### config.mk
export PLATFORM = sky130hd
export DESIGN_NAME = debug_dmi_regs
export DESIGN_NICKNAME = d
export VERILOG_FILES = /design/src/rtl/debug_dmi_regs.sv
export SDC_FILE = /design/constraint.sdc
export NUM_CORES = 1
export LEC_CHECK = 0
export BUFFER_PORTS_ARGS = -buffer_cell sky130_fd_sc_hd__buf_2
export CAP_MARGIN = 20
export CORE_MARGIN = 4
export CORE_UTILIZATION = 45
export CTS_BUF_LIST = sky130_fd_sc_hd__clkbuf_2
export DETAILED_ROUTE_END_ITERATION = 8
export PLACE_DENSITY = 0.7
export SLEW_MARGIN = 20
export SYNTH_ARGS = -nofsm -noshare
export SYNTH_HDL_FRONTEND = slang
export SYNTH_SLANG_ARGS = --single-unit
### constraint.sdc
create_clock -name clk -period 4.9 [get_ports clk]
set_input_delay 0.49 -clock clk [delete_from_list [all_inputs] [get_ports clk]]
set_output_delay 0.49 -clock clk [all_outputs]
set_load 0.01 [all_outputs]
### src/rtl/debug_dmi_regs.sv
// ============================================================================
//  Module   : debug_dmi_regs
//  Purpose  : Debug Module register block behind a DMI request/response
//             channel. Holds data0, dmcontrol, dmstatus, hartinfo,
//             abstractcs and command, drives halt/resume/reset requests to a
//             single hart and hands abstract commands to an executor.
//  Ports    : clk, rst                      - clock, async active-high reset
//             dmi_req_* / dmi_rsp_*         - DMI request / response channel
//             hart_halted/running/resumeack - hart status inputs
//             hart_haltreq/resumereq        - hart run-control requests
//             ndmreset, dmactive            - system reset / DM active levels
//             cmd_valid, cmd                - abstract command issue
//             cmd_done, cmd_err             - abstract command completion
//  Revision : 1.0  initial release
// ============================================================================
`default_nettype none

module debug_dmi_regs (
    input  logic        clk,
    input  logic        rst,
    input  logic        dmi_req_valid,
    output logic        dmi_req_ready,
    input  logic [6:0]  dmi_req_addr,
    input  logic [1:0]  dmi_req_op,
    input  logic [31:0] dmi_req_data,
    output logic        dmi_rsp_valid,
    input  logic        dmi_rsp_ready,
    output logic [31:0] dmi_rsp_data,
    output logic [1:0]  dmi_rsp_op,
    input  logic        hart_halted,
    input  logic        hart_running,
    input  logic        hart_resumeack,
    output logic        hart_haltreq,
    output logic        hart_resumereq,
    output logic        ndmreset,
    output logic        dmactive,
    output logic        cmd_valid,
    output logic [31:0] cmd,
    input  logic        cmd_done,
    input  logic [2:0]  cmd_err
);

    localparam logic [6:0] c_addr_data0      = 7'h04;
    localparam logic [6:0] c_addr_dmcontrol  = 7'h10;
    localparam logic [6:0] c_addr_dmstatus   = 7'h11;
    localparam logic [6:0] c_addr_hartinfo   = 7'h12;
    localparam logic [6:0] c_addr_abstractcs = 7'h16;
    localparam logic [6:0] c_addr_command    = 7'h17;

    localparam logic [1:0] c_op_read   = 2'd1;
    localparam logic [1:0] c_op_write  = 2'd2;
    localparam logic [1:0] c_op_rsvd   = 2'd3;
    localparam logic [1:0] c_rsp_fail  = 2'd2;

    typedef enum logic [0:0] {
        ST_IDLE = 1'b0,
        ST_RESP = 1'b1
    } state_t;

    state_t      r_state;
    state_t      w_state_nxt;

    logic [31:0] r_rsp_data;
    logic [1:0]  r_rsp_op;
    logic [31:0] r_data0;
    logic [31:0] r_cmd;
    logic        r_cmd_valid;
    logic        r_haltreq;
    logic        r_resumereq;
    logic        r_resumeack;
    logic        r_ndmreset;
    logic        r_dmactive;
    logic        r_busy;
    logic [2:0]  r_cmderr;

    logic        w_accept;
    logic        w_write;
    logic [31:0] w_dmcontrol;
    logic [31:0] w_dmstatus;
    logic [31:0] w_abstractcs;
    logic [31:0] w_rdata;
    logic [31:0] w_rsp_data;
    logic [1:0]  w_rsp_op;

    assign w_accept = (r_state == ST_IDLE) && dmi_req_valid;
    assign w_write  = w_accept && (dmi_req_op == c_op_write);

    // resumereq is a write-only trigger, so it is not reflected back
    assign w_dmcontrol  = {r_haltreq, 1'b0, 28'd0, r_ndmreset, r_dmactive};

    assign w_dmstatus   = {9'd0, 1'b0, 2'd0, 2'd0,
                           r_resumeack, r_resumeack,
                           4'd0,
                           hart_running, hart_running,
                           hart_halted, hart_halted,
                           1'b1, 3'd0, 4'd2};

    assign w_abstractcs = {3'd0, 5'd0, 11'd0, r_busy, 1'b0, r_cmderr, 4'd0, 4'd1};

    // Read mux sees only pre-edge state, so a read never observes a write
    // accepted on the same edge. command reads back as zero.
    always_comb begin
        w_rdata = 32'd0;
        case (dmi_req_addr)
            c_addr_data0:      w_rdata = r_data0;
            c_addr_dmcontrol:  w_rdata = w_dmcontrol;
            c_addr_dmstatus:   w_rdata = w_dmstatus;
            c_addr_hartinfo:   w_rdata = 32'd0;
            c_addr_abstractcs: w_rdata = w_abstractcs;
            default:           w_rdata = 32'd0;
        endcase
    end

    always_comb begin
        w_rsp_data = 32'd0;
        w_rsp_op   = 2'd0;
        if (dmi_req_op == c_op_read) begin
            w_rsp_data = w_rdata;
        end else if (dmi_req_op == c_op_rsvd) begin
            w_rsp_op = c_rsp_fail;
        end
    end

    // ---------------------------------------------------------------- FSM
    always_ff @(posedge clk or posedge rst) begin
        if (rst) begin
            r_state <= ST_IDLE;
        end else begin
            r_state <= w_state_nxt;
        end
    end

    always_comb begin
        w_state_nxt   = r_state;
        dmi_req_ready = 1'b0;
        dmi_rsp_valid = 1'b0;
        case (r_state)
            ST_IDLE: begin
                dmi_req_ready = 1'b1;
                if (dmi_req_valid) begin
                    w_state_nxt = ST_RESP;
                end
            end
            ST_RESP: begin
                dmi_rsp_valid = 1'b1;
                if (dmi_rsp_ready) begin
                    w_state_nxt = ST_IDLE;
                end
            end
            default: w_state_nxt = ST_IDLE;
        endcase
    end

    // ----------------------------------------------------------- datapath
    // Statement order matters: later assignments win, so a DMI write that
    // touches cmderr/busy takes precedence over the completion path.
    always_ff @(posedge clk or posedge rst) begin
        if (rst) begin
            r_rsp_data  <= 32'd0;
            r_rsp_op    <= 2'd0;
            r_data0     <= 32'd0;
            r_cmd       <= 32'd0;
            r_cmd_valid <= 1'b0;
            r_haltreq   <= 1'b0;
            r_resumereq <= 1'b0;
            r_resumeack <= 1'b0;
            r_ndmreset  <= 1'b0;
            r_dmactive  <= 1'b0;
            r_busy      <= 1'b0;
            r_cmderr    <= 3'd0;
        end else begin
            r_cmd_valid <= 1'b0;

            if (w_accept) begin
                r_rsp_data <= w_rsp_data;
                r_rsp_op   <= w_rsp_op;
            end

            if (r_resumereq && hart_resumeack) begin
                r_resumereq <= 1'b0;
                r_resumeack <= 1'b1;
            end

            if (cmd_done && r_busy) begin
                r_busy <= 1'b0;
                if ((cmd_err != 3'd0) && (r_cmderr == 3'd0)) begin
                    r_cmderr <= cmd_err;
                end
            end

            if (w_write) begin
                case (dmi_req_addr)
                    c_addr_data0: begin
                        if (r_busy) begin
                            if (r_cmderr == 3'd0) r_cmderr <= 3'd1;
                        end else begin
                            r_data0 <= dmi_req_data;
                        end
                    end
                    c_addr_dmcontrol: begin
                        if (!dmi_req_data[0]) begin
                            r_dmactive  <= 1'b0;
                            r_haltreq   <= 1'b0;
                            r_ndmreset  <= 1'b0;
                            r_resumereq <= 1'b0;
                            r_data0     <= 32'd0;
                            r_cmd       <= 32'd0;
                            r_cmderr    <= 3'd0;
                        end else begin
                            r_dmactive <= 1'b1;
                            r_haltreq  <= dmi_req_data[31];
                            r_ndmreset <= dmi_req_data[1];
                            // a resume request is meaningless alongside a halt request
                            if (dmi_req_data[30] && !dmi_req_data[31]) begin
                                r_resumereq <= 1'b1;
                                r_resumeack <= 1'b0;
                            end
                        end
                    end
                    c_addr_abstractcs: begin
                        r_cmderr <= r_cmderr & ~dmi_req_data[10:8];
                    end
                    c_addr_command: begin
                        if (r_busy) begin
                            if (r_cmderr == 3'd0) r_cmderr <= 3'd1;
                        end else if (r_cmderr == 3'd0) begin
                            r_cmd       <= dmi_req_data;
                            r_cmd_valid <= 1'b1;
                            r_busy      <= 1'b1;
                        end
                    end
                    default: ;
                endcase
            end
        end
    end

    assign dmi_rsp_data   = r_rsp_data;
    assign dmi_rsp_op     = r_rsp_op;
    assign hart_haltreq   = r_haltreq;
    assign hart_resumereq = r_resumereq;
    assign ndmreset       = r_ndmreset;
    assign dmactive       = r_dmactive;
    assign cmd_valid      = r_cmd_valid;
    assign cmd            = r_cmd;

endmodule

`default_nettype wire

==> metrics.log, run 1 <==
[metrics] cells on worst reg2reg path: 5
[metrics] global routing met3 resource utilization: between 4 and 5%
[metrics] CORE AREA: 0.009955 mm2
[metrics] Synth-to-Final Area Change: 17.03%
[metrics] count of final setup violators: 0
[metrics] Worst Path Required: 5.40 ns
[metrics] HPWL after DPL: 8259 um
[metrics] total detailed-routing wirelength: 11620 um
[metrics] Detailed Routing Iterations Pass 1: 4
[metrics] Site Rows: 36
[metrics] number of top-level pins: 125
[metrics] number of design-rule violations left by the first detailed-router iteration: 194
[metrics] library cell with the highest instance count after synthesis: sky130_fd_sc_hd__dfrtp_1
[metrics] final setup TNS: 0 ns
[metrics] slew at the pin with the worst max-slew slack: 1.038 ns
[metrics] top cells by area in the synthesized netlist: sky130_fd_sc_hd__dfrtp_1 (58%), sky130_fd_sc_hd__a22o_1 (11%), sky130_fd_sc_hd__mux2i_1 (6.6%)
[metrics] cell type group with the largest total delay on the critical path: simple AND/OR/NAND/NOR gates
[metrics] DIE AREA: 0.01208 mm2
[metrics] vias in the first global route: about 3600
[metrics] effective utilization at floorplan: 46.95%
[metrics] average wire length per cell after detail routing: around 18 um
[metrics] terminus of the critical flop-to-flop path: cmd[16]
[metrics] number of enable-type register cells in the synthesized netlist: 0
[metrics] fmax: around 390 MHz
[metrics] cell area after synthesis: 0.004673 mm2
[metrics] Most Crowded Layer GR: met2
[metrics] count of fill cells added during filler insertion: 912
[metrics] Power Dens Cells: ~260 mW/mm2
[metrics] count of final max-slew check failures: 0
[metrics] DRC errors left: 0
[metrics] Worst VDD drop: 0.1323 mV
[metrics] RSZ-0062 raised after global routing: false
[metrics] area fraction of the dominant cell type after synthesis: 57.83%
[metrics] # nets final: 577
[metrics] post-synth top area cell: sky130_fd_sc_hd__dfrtp_1
[metrics] share of final-layout standard cells stronger than drive strength 1: 29.06%
[metrics] static power due to leakage: roughly 3.2 nW
[metrics] Clk Latency, worst-skew pair: 0.57 ns
[metrics] type of the setup path with the least slack: register to register
[metrics] Arrival @ worst endpoint: 3.09 ns
[metrics] warning count from the yosys run: 0
[metrics] predominant post-synthesis flop cell: sky130_fd_sc_hd__dfrtp_1
[metrics] maximum buffer depth of the clock tree: 2
[metrics] Hold-fix buffers, CTS: 0
[metrics] crit path capture type: register
[metrics] CP Launch Type: register
[metrics] minimum clock period after layout: 2.591 ns
[metrics] post-synth cell types: 53
[metrics] critical path's slowest cell: sky130_fd_sc_hd__nor4_4
[metrics] maximum number of pins on one net before global-route repair: 68
[metrics] post-route clock period utilization: 52.87%
[metrics] critical path cell sequence: nor4_1 > nand3_1 > nor4_4 > buf_4 > a22o_1
[metrics] RePlAce Congestion: 0.8611
[metrics] fraction of synthesis flops using an asynchronous set or reset pin: 100.0%
[metrics] Worst Skew: roughly 0.046 ns
[metrics] reg-to-reg critical path startpoint: r_busy
[metrics] proportion of synthesized chip area in sequential cells: 57.83%
[metrics] Register-to-Register Setup Slack: 2.31 ns
[metrics] Mapped Avg Cell Area: 11.37 um2
[metrics] worst slew margin relative to its limit: 30.25%
[metrics] Port Buf Inserts: 123
[metrics] post-route worst hold slack: 0.03200 ns
[metrics] cells resized by post-CTS repair: 0
[metrics] net count of the mapped netlist: about 460
[metrics] delay of the slowest critical-path stage: 0.80 ns
[metrics] horizontal die dimension: 109.9 um
[metrics] H-tree levels: 3
[metrics] met2 track demand over resource: 31.20%
[metrics] buffer count from post-CTS setup fixing: 0
[metrics] average via count per standard cell: 5.378
[metrics] global-route usage over all layers: roughly 20%
[metrics] Commonest cells post-synth: sky130_fd_sc_hd__dfrtp_1 (108), sky130_fd_sc_hd__a22o_1 (57), sky130_fd_sc_hd__nand2_1 (52)
[metrics] number of endpoints with negative hold slack in the final report: 0
[metrics] Mapped Cells: 411
[metrics] global-route congestion overflow total: 0
[metrics] Buffers & Inverters on Critical Path: 1
[metrics] Crit Path Max Fanout: 18
[metrics] Root Buffer Master: sky130_fd_sc_hd__clkbuf_2
[metrics] wire length of the first global-routing pass: 18440 um
[metrics] number of synthesized register bits: 108
[metrics] CTS sink count: 108
[metrics] number of vias in the routed layout: 3571
[metrics] initial antenna violation count: 1
[metrics] status: finished clean
[metrics] met1 usage: 27.68%
[metrics] Min-Delay Path Class: primary input to asynchronous set/reset pin
[metrics] Chip Height: approximately 110 um
[metrics] clk slew on worst S/H paths: 0.30 ns
[metrics] remaining antenna violation count after routing: 0
[metrics] clock tree from TritonCTS: built
[metrics] count of maximum capacitance violations: 0
[metrics] total CTS buffers: 9
-- worst max-delay path by stage --
stage	startpoint	endpoint	slack, ns	depth (start not counted)
6_report	r_busy	cmd[16]	2.31	5
5_1_grt	r_busy	cmd[13]	2.12	5
4_1_cts	r_busy	cmd[19]	2.29	5
3_5_place_dp	dmi_req_addr[5]	cmd[21]	2.13	5
3_3_place_gp	dmi_req_addr[5]	cmd[8]	2.19	5
2_1_floorplan	rst	cmd[0]	1.56	1
-- worst reg2reg max path, stage by stage (launching register included) --
cell and delay, ns:
sky130_fd_sc_hd__dfrtp_1 0.56, sky130_fd_sc_hd__nor4_1 0.41, sky130_fd_sc_hd__nand3_1 0.18, sky130_fd_sc_hd__nor4_4 0.80
sky130_fd_sc_hd__buf_4 0.40, sky130_fd_sc_hd__a22o_1 0.17
-- kinds of logic after synthesis --
logic type	count (synthesis)	share of synthesized area [%]
AOI/OAI and AO/OA	109	18.39
xor gates and xnor gates	2	0.3749
other	1	0.08024
buffers and inverters	64	5.944
muxes	32	6.881
and+or+nand+nor	95	10.50
DFF	108	57.83
-- where the power goes --
part | internal [W] | switching [W]
Clock | 0.0000695 | 0.000280
Combinational | 0.0000450 | 0.0000818
Sequential | 0.000910 | 0.0000106
-- through the flow --
step                      power [W]  util (%)  cell area [um2]  setup slack [ns]  std cells
after floorplan            0.001006         -             4673             1.564        411
after global placement     0.001060     54.09             5384             2.191        647
after detailed placement   0.001063     54.09             5384             2.126        647
after CTS                  0.001412     54.91             5466             2.289        663
after global routing       0.001466     54.94             5469             2.119        664
final                      0.001397     54.94             5469             2.309        664
-- registers in the layout, indices dropped and copies added (netlist names) --
| signal | cells |
|---|---|
| r_resumeack | 1 |
| dmactive | 1 |
| r_data0 | 32 |
| dmi_rsp_data | 32 |
| ndmreset | 1 |
| cmd | 32 |
| dmi_rsp_op | 1 |
| r_busy | 1 |
| cmd_valid | 1 |
| r_state | 1 |
| r_cmderr | 3 |
| hart_resumereq | 1 |
| hart_haltreq | 1 |
-- final cells by class --
| cell class | count | area, um2 | share of cell area, % |
|---|---|---|---|
| tap | 133 | 166.4 | 3.043 |
| clock inverter | 5 | 27.53 | 0.5033 |
| sequential | 108 | 2703 | 49.42 |
| clock buffer | 11 | 55.05 | 1.007 |
| inverter | 36 | 137.6 | 2.517 |
| timing repair buffer | 131 | 675.6 | 12.35 |
| multi-input combinational | 239 | 1702 | 31.11 |
| antenna | 1 | 2.502 | 0.04576 |
-- routing by layer --
metal,vias up,part of all wire (%)
li1,1680,-
met5,-,0
met3,11,6.4
met1,1771,46
met4,0,1.1
met2,109,47
-- layout by cell type (no fill, tap or decap), types with 4 or more instances in the layout --
cell type                  count
sky130_fd_sc_hd__a22oi_1       9
sky130_fd_sc_hd__a21oi_1       8
sky130_fd_sc_hd__nor2_1        6
sky130_fd_sc_hd__o21ai_0      15
sky130_fd_sc_hd__mux2i_1      31
sky130_fd_sc_hd__nand2_1      52
sky130_fd_sc_hd__nor3b_1       5
sky130_fd_sc_hd__dfrtp_1     108
sky130_fd_sc_hd__buf_2       123
sky130_fd_sc_hd__buf_4         8
sky130_fd_sc_hd__nor3_1        4
sky130_fd_sc_hd__a22o_1       57
sky130_fd_sc_hd__inv_1        35
sky130_fd_sc_hd__nand3_1       5
sky130_fd_sc_hd__clkbuf_2     11
(Power assumes the default switching activity.)
==> run 2: changes to the inputs <==
==> constraint.sdc (replaced) <==
create_clock -name clk -period 2.53 [get_ports clk]
set_input_delay 0.253 -clock clk [delete_from_list [all_inputs] [get_ports clk]]
set_output_delay 0.253 -clock clk [all_outputs]
set_load 0.01 [all_outputs]
==> run 2 against run 1 <==
  * Final area increased by 11%
  * Setup slack got worse by 1.8 ns
  * Clock skew decreased by 0.025 ns
  * Largest cell class unchanged
  * Wire length increased by 4.0%
  * Via count increased by 3.4%
  * Core utilization increased by 6.0 points
  * Critical path depth decreased by 1
  * First-iteration DRC count decreased by 8.2%
==> metrics.log, run 2 (same netlist as run 1, synthesis figures left out) <==
[metrics] status: finished clean
[metrics] Buffers & Inverters on Critical Path: 1
[metrics] Arrival @ worst endpoint: 2.57 ns
[metrics] # nets final: 630
[metrics] fmax: 493.7 MHz
[metrics] Worst Path Required: 3.08 ns
[metrics] Crit Path Max Fanout: 5
[metrics] maximum number of pins on one net before global-route repair: ~110
[metrics] share of final-layout standard cells stronger than drive strength 1: 28.13%
[metrics] CTS sink count: 108
[metrics] Site Rows: 36
[metrics] Worst VDD drop: 0.2537 mV
[metrics] minimum clock period after layout: approximately 2 ns
[metrics] Port Buf Inserts: 123
[metrics] number of top-level pins: 125
[metrics] post-route worst hold slack: 0.06515 ns
[metrics] Synth-to-Final Area Change: 29.72%
[metrics] RSZ-0062 raised after global routing: false
[metrics] type of the setup path with the least slack: register to register
[metrics] Detailed Routing Iterations Pass 1: 4
[metrics] global-route usage over all layers: 20.72%
[metrics] number of vias in the routed layout: 3693
[metrics] crit path capture type: register
[metrics] total CTS buffers: 9
[metrics] total detailed-routing wirelength: 12090 um
[metrics] vias in the first global route: approximately 3800
[metrics] final setup TNS: 0 ns
[metrics] DRC errors left: 0
[metrics] horizontal die dimension: about 110 um
[metrics] maximum buffer depth of the clock tree: 2
[metrics] average wire length per cell after detail routing: 16.88 um
[metrics] clk slew on worst S/H paths: 0.30 ns
[metrics] average via count per standard cell: 5.158
[metrics] Power Dens Cells: around 500 mW/mm2
[metrics] CORE AREA: 0.009955 mm2
[metrics] count of final max-slew check failures: 0
[metrics] wire length of the first global-routing pass: 19260 um
[metrics] remaining antenna violation count after routing: 0
[metrics] Root Buffer Master: sky130_fd_sc_hd__clkbuf_2
[metrics] DIE AREA: 0.01208 mm2
[metrics] slew at the pin with the worst max-slew slack: between 0.5 and 0.6 ns
[metrics] global-route congestion overflow total: 0
[metrics] count of final setup violators: 0
[metrics] Chip Height: 109.9 um
[metrics] most common cell after layout, fill and taps aside: sky130_fd_sc_hd__buf_2
[metrics] most used cells in the layout excluding fill and tap cells: sky130_fd_sc_hd__buf_2 (123), sky130_fd_sc_hd__dfrtp_1 (108), sky130_fd_sc_hd__a22o_1 (57)
[metrics] worst slew margin relative to its limit: between 60 and 70%
[metrics] number of endpoints with negative hold slack in the final report: 0
[metrics] cell type group with the largest total delay on the critical path: simple AND/OR/NAND/NOR gates
[metrics] Min-Delay Path Class: primary input to register
[metrics] effective utilization at floorplan: between 40% and 50%
[metrics] initial antenna violation count: 0
[metrics] number of design-rule violations left by the first detailed-router iteration: between 150 and 200
[metrics] critical path cell sequence: nand2b_1 > or4b_4 > o31ai_1 > dlygate4sd3_1
[metrics] clock tree from TritonCTS: built
[metrics] critical path's slowest cell: sky130_fd_sc_hd__dlygate4sd3_1
[metrics] Clk Latency, worst-skew pair: 0.57 ns
[metrics] CP Launch Type: register
[metrics] RePlAce Congestion: roughly 0.84
[metrics] post-route clock period utilization: between 80% and 90%
[metrics] HPWL after DPL: 8081 um
[metrics] static power due to leakage: approximately 3.5 nW
[metrics] count of maximum capacitance violations: 0
[metrics] total instance count after detailed placement: 656
[metrics] Worst Skew: 0.02055 ns
[metrics] delay of the slowest critical-path stage: 0.58 ns
[metrics] H-tree levels: 3
[metrics] final std cells w/o fill: 716
[metrics] number of antenna cells inserted: 0
[run 2: cell count changes in the layout (fill, tap and decap cells not counted), sizes merged, moves of 2 or more]
cell	change
clkbuf	-2
clkinvlp	+3
bufinv	+2
dlygate4sd3	+44
clkinv	-2
buf	+9
[run 2: stage by stage]
step	util [%]	setup WS (ns)	cell area (um2)	total power [W]
final	60.90	0.5045	6062	0.003041
after global placement	54.90	0.4299	5465	0.002058
after detailed placement	54.90	0.3522	5465	0.002067
after global routing	60.90	0.4483	6062	0.003187
after CTS	60.90	0.5519	6062	0.003077
after floorplan	-	0.6686	4677	0.001949
[run 2: routing by layer]
metal | GRT usage, % | part of all wire [%] | up-vias
li1 | - | - | 1794
met1 | 28.68 | 46 | 1772
met2 | 33.02 | 47 | 112
met3 | 4.110 | 5.0 | 15
met4 | 6.322 | 1.8 | 0
met5 | 0 | 0 | -
[run 2: worst register-to-register path, delay by kind of cell (launching register included)]
| kind | cells | cell delay (ns) |
|---|---|---|
| buffers and inverters | 1 | 0.58 |
| AO/OA/AOI/OAI | 1 | 0.21 |
| flip-flops | 1 | 0.49 |
| AND/OR/NAND/NOR | 2 | 0.74 |
[run 2: worst paths after layout]
kind / startpoint / endpoint / slack, ns / cells after the start
max: r_state / dmi_rsp_data[7] / 0.50 / 4
min: dmi_req_addr[2] / r_cmderr[0] / 0.07 / 2
max reg2reg: r_state / dmi_rsp_data[7] / 0.50 / 4
min reg2reg: dmi_rsp_data[10] / dmi_rsp_data[10] / 0.52 / 2
max in group asynchronous: rst / r_data0[19] / 1.78 / 4
min in group asynchronous: rst / cmd[6] / 0.32 / 4
[run 2: report_power, final]
group	switching [W]	total (W)	internal (W)
clock network	0.000606	0.000950	0.000344
logic	0.000170	0.000307	0.000137
registers	0.0000202	0.00178	0.00176
[run 2: timing repair]
item,in CTS,in global routing
setup buffers,0,0
hold endpoints to repair,186,0
gates resized for setup,0,0
hold buffers,44,0
[run 2: cell type report]
| type | count | area (um2) |
|---|---|---|
| Clock buffer | 9 | 45.04 |
| Clock inverter | 7 | 111.4 |
| Fill cell | 842 | 3892 |
| Inverter | 36 | 138.9 |
| Multi-Input combinational cell | 239 | 1702 |
| Sequential cell | 108 | 2703 |
| Tap cell | 133 | 166.4 |
| Timing Repair Buffer | 184 | 1196 |
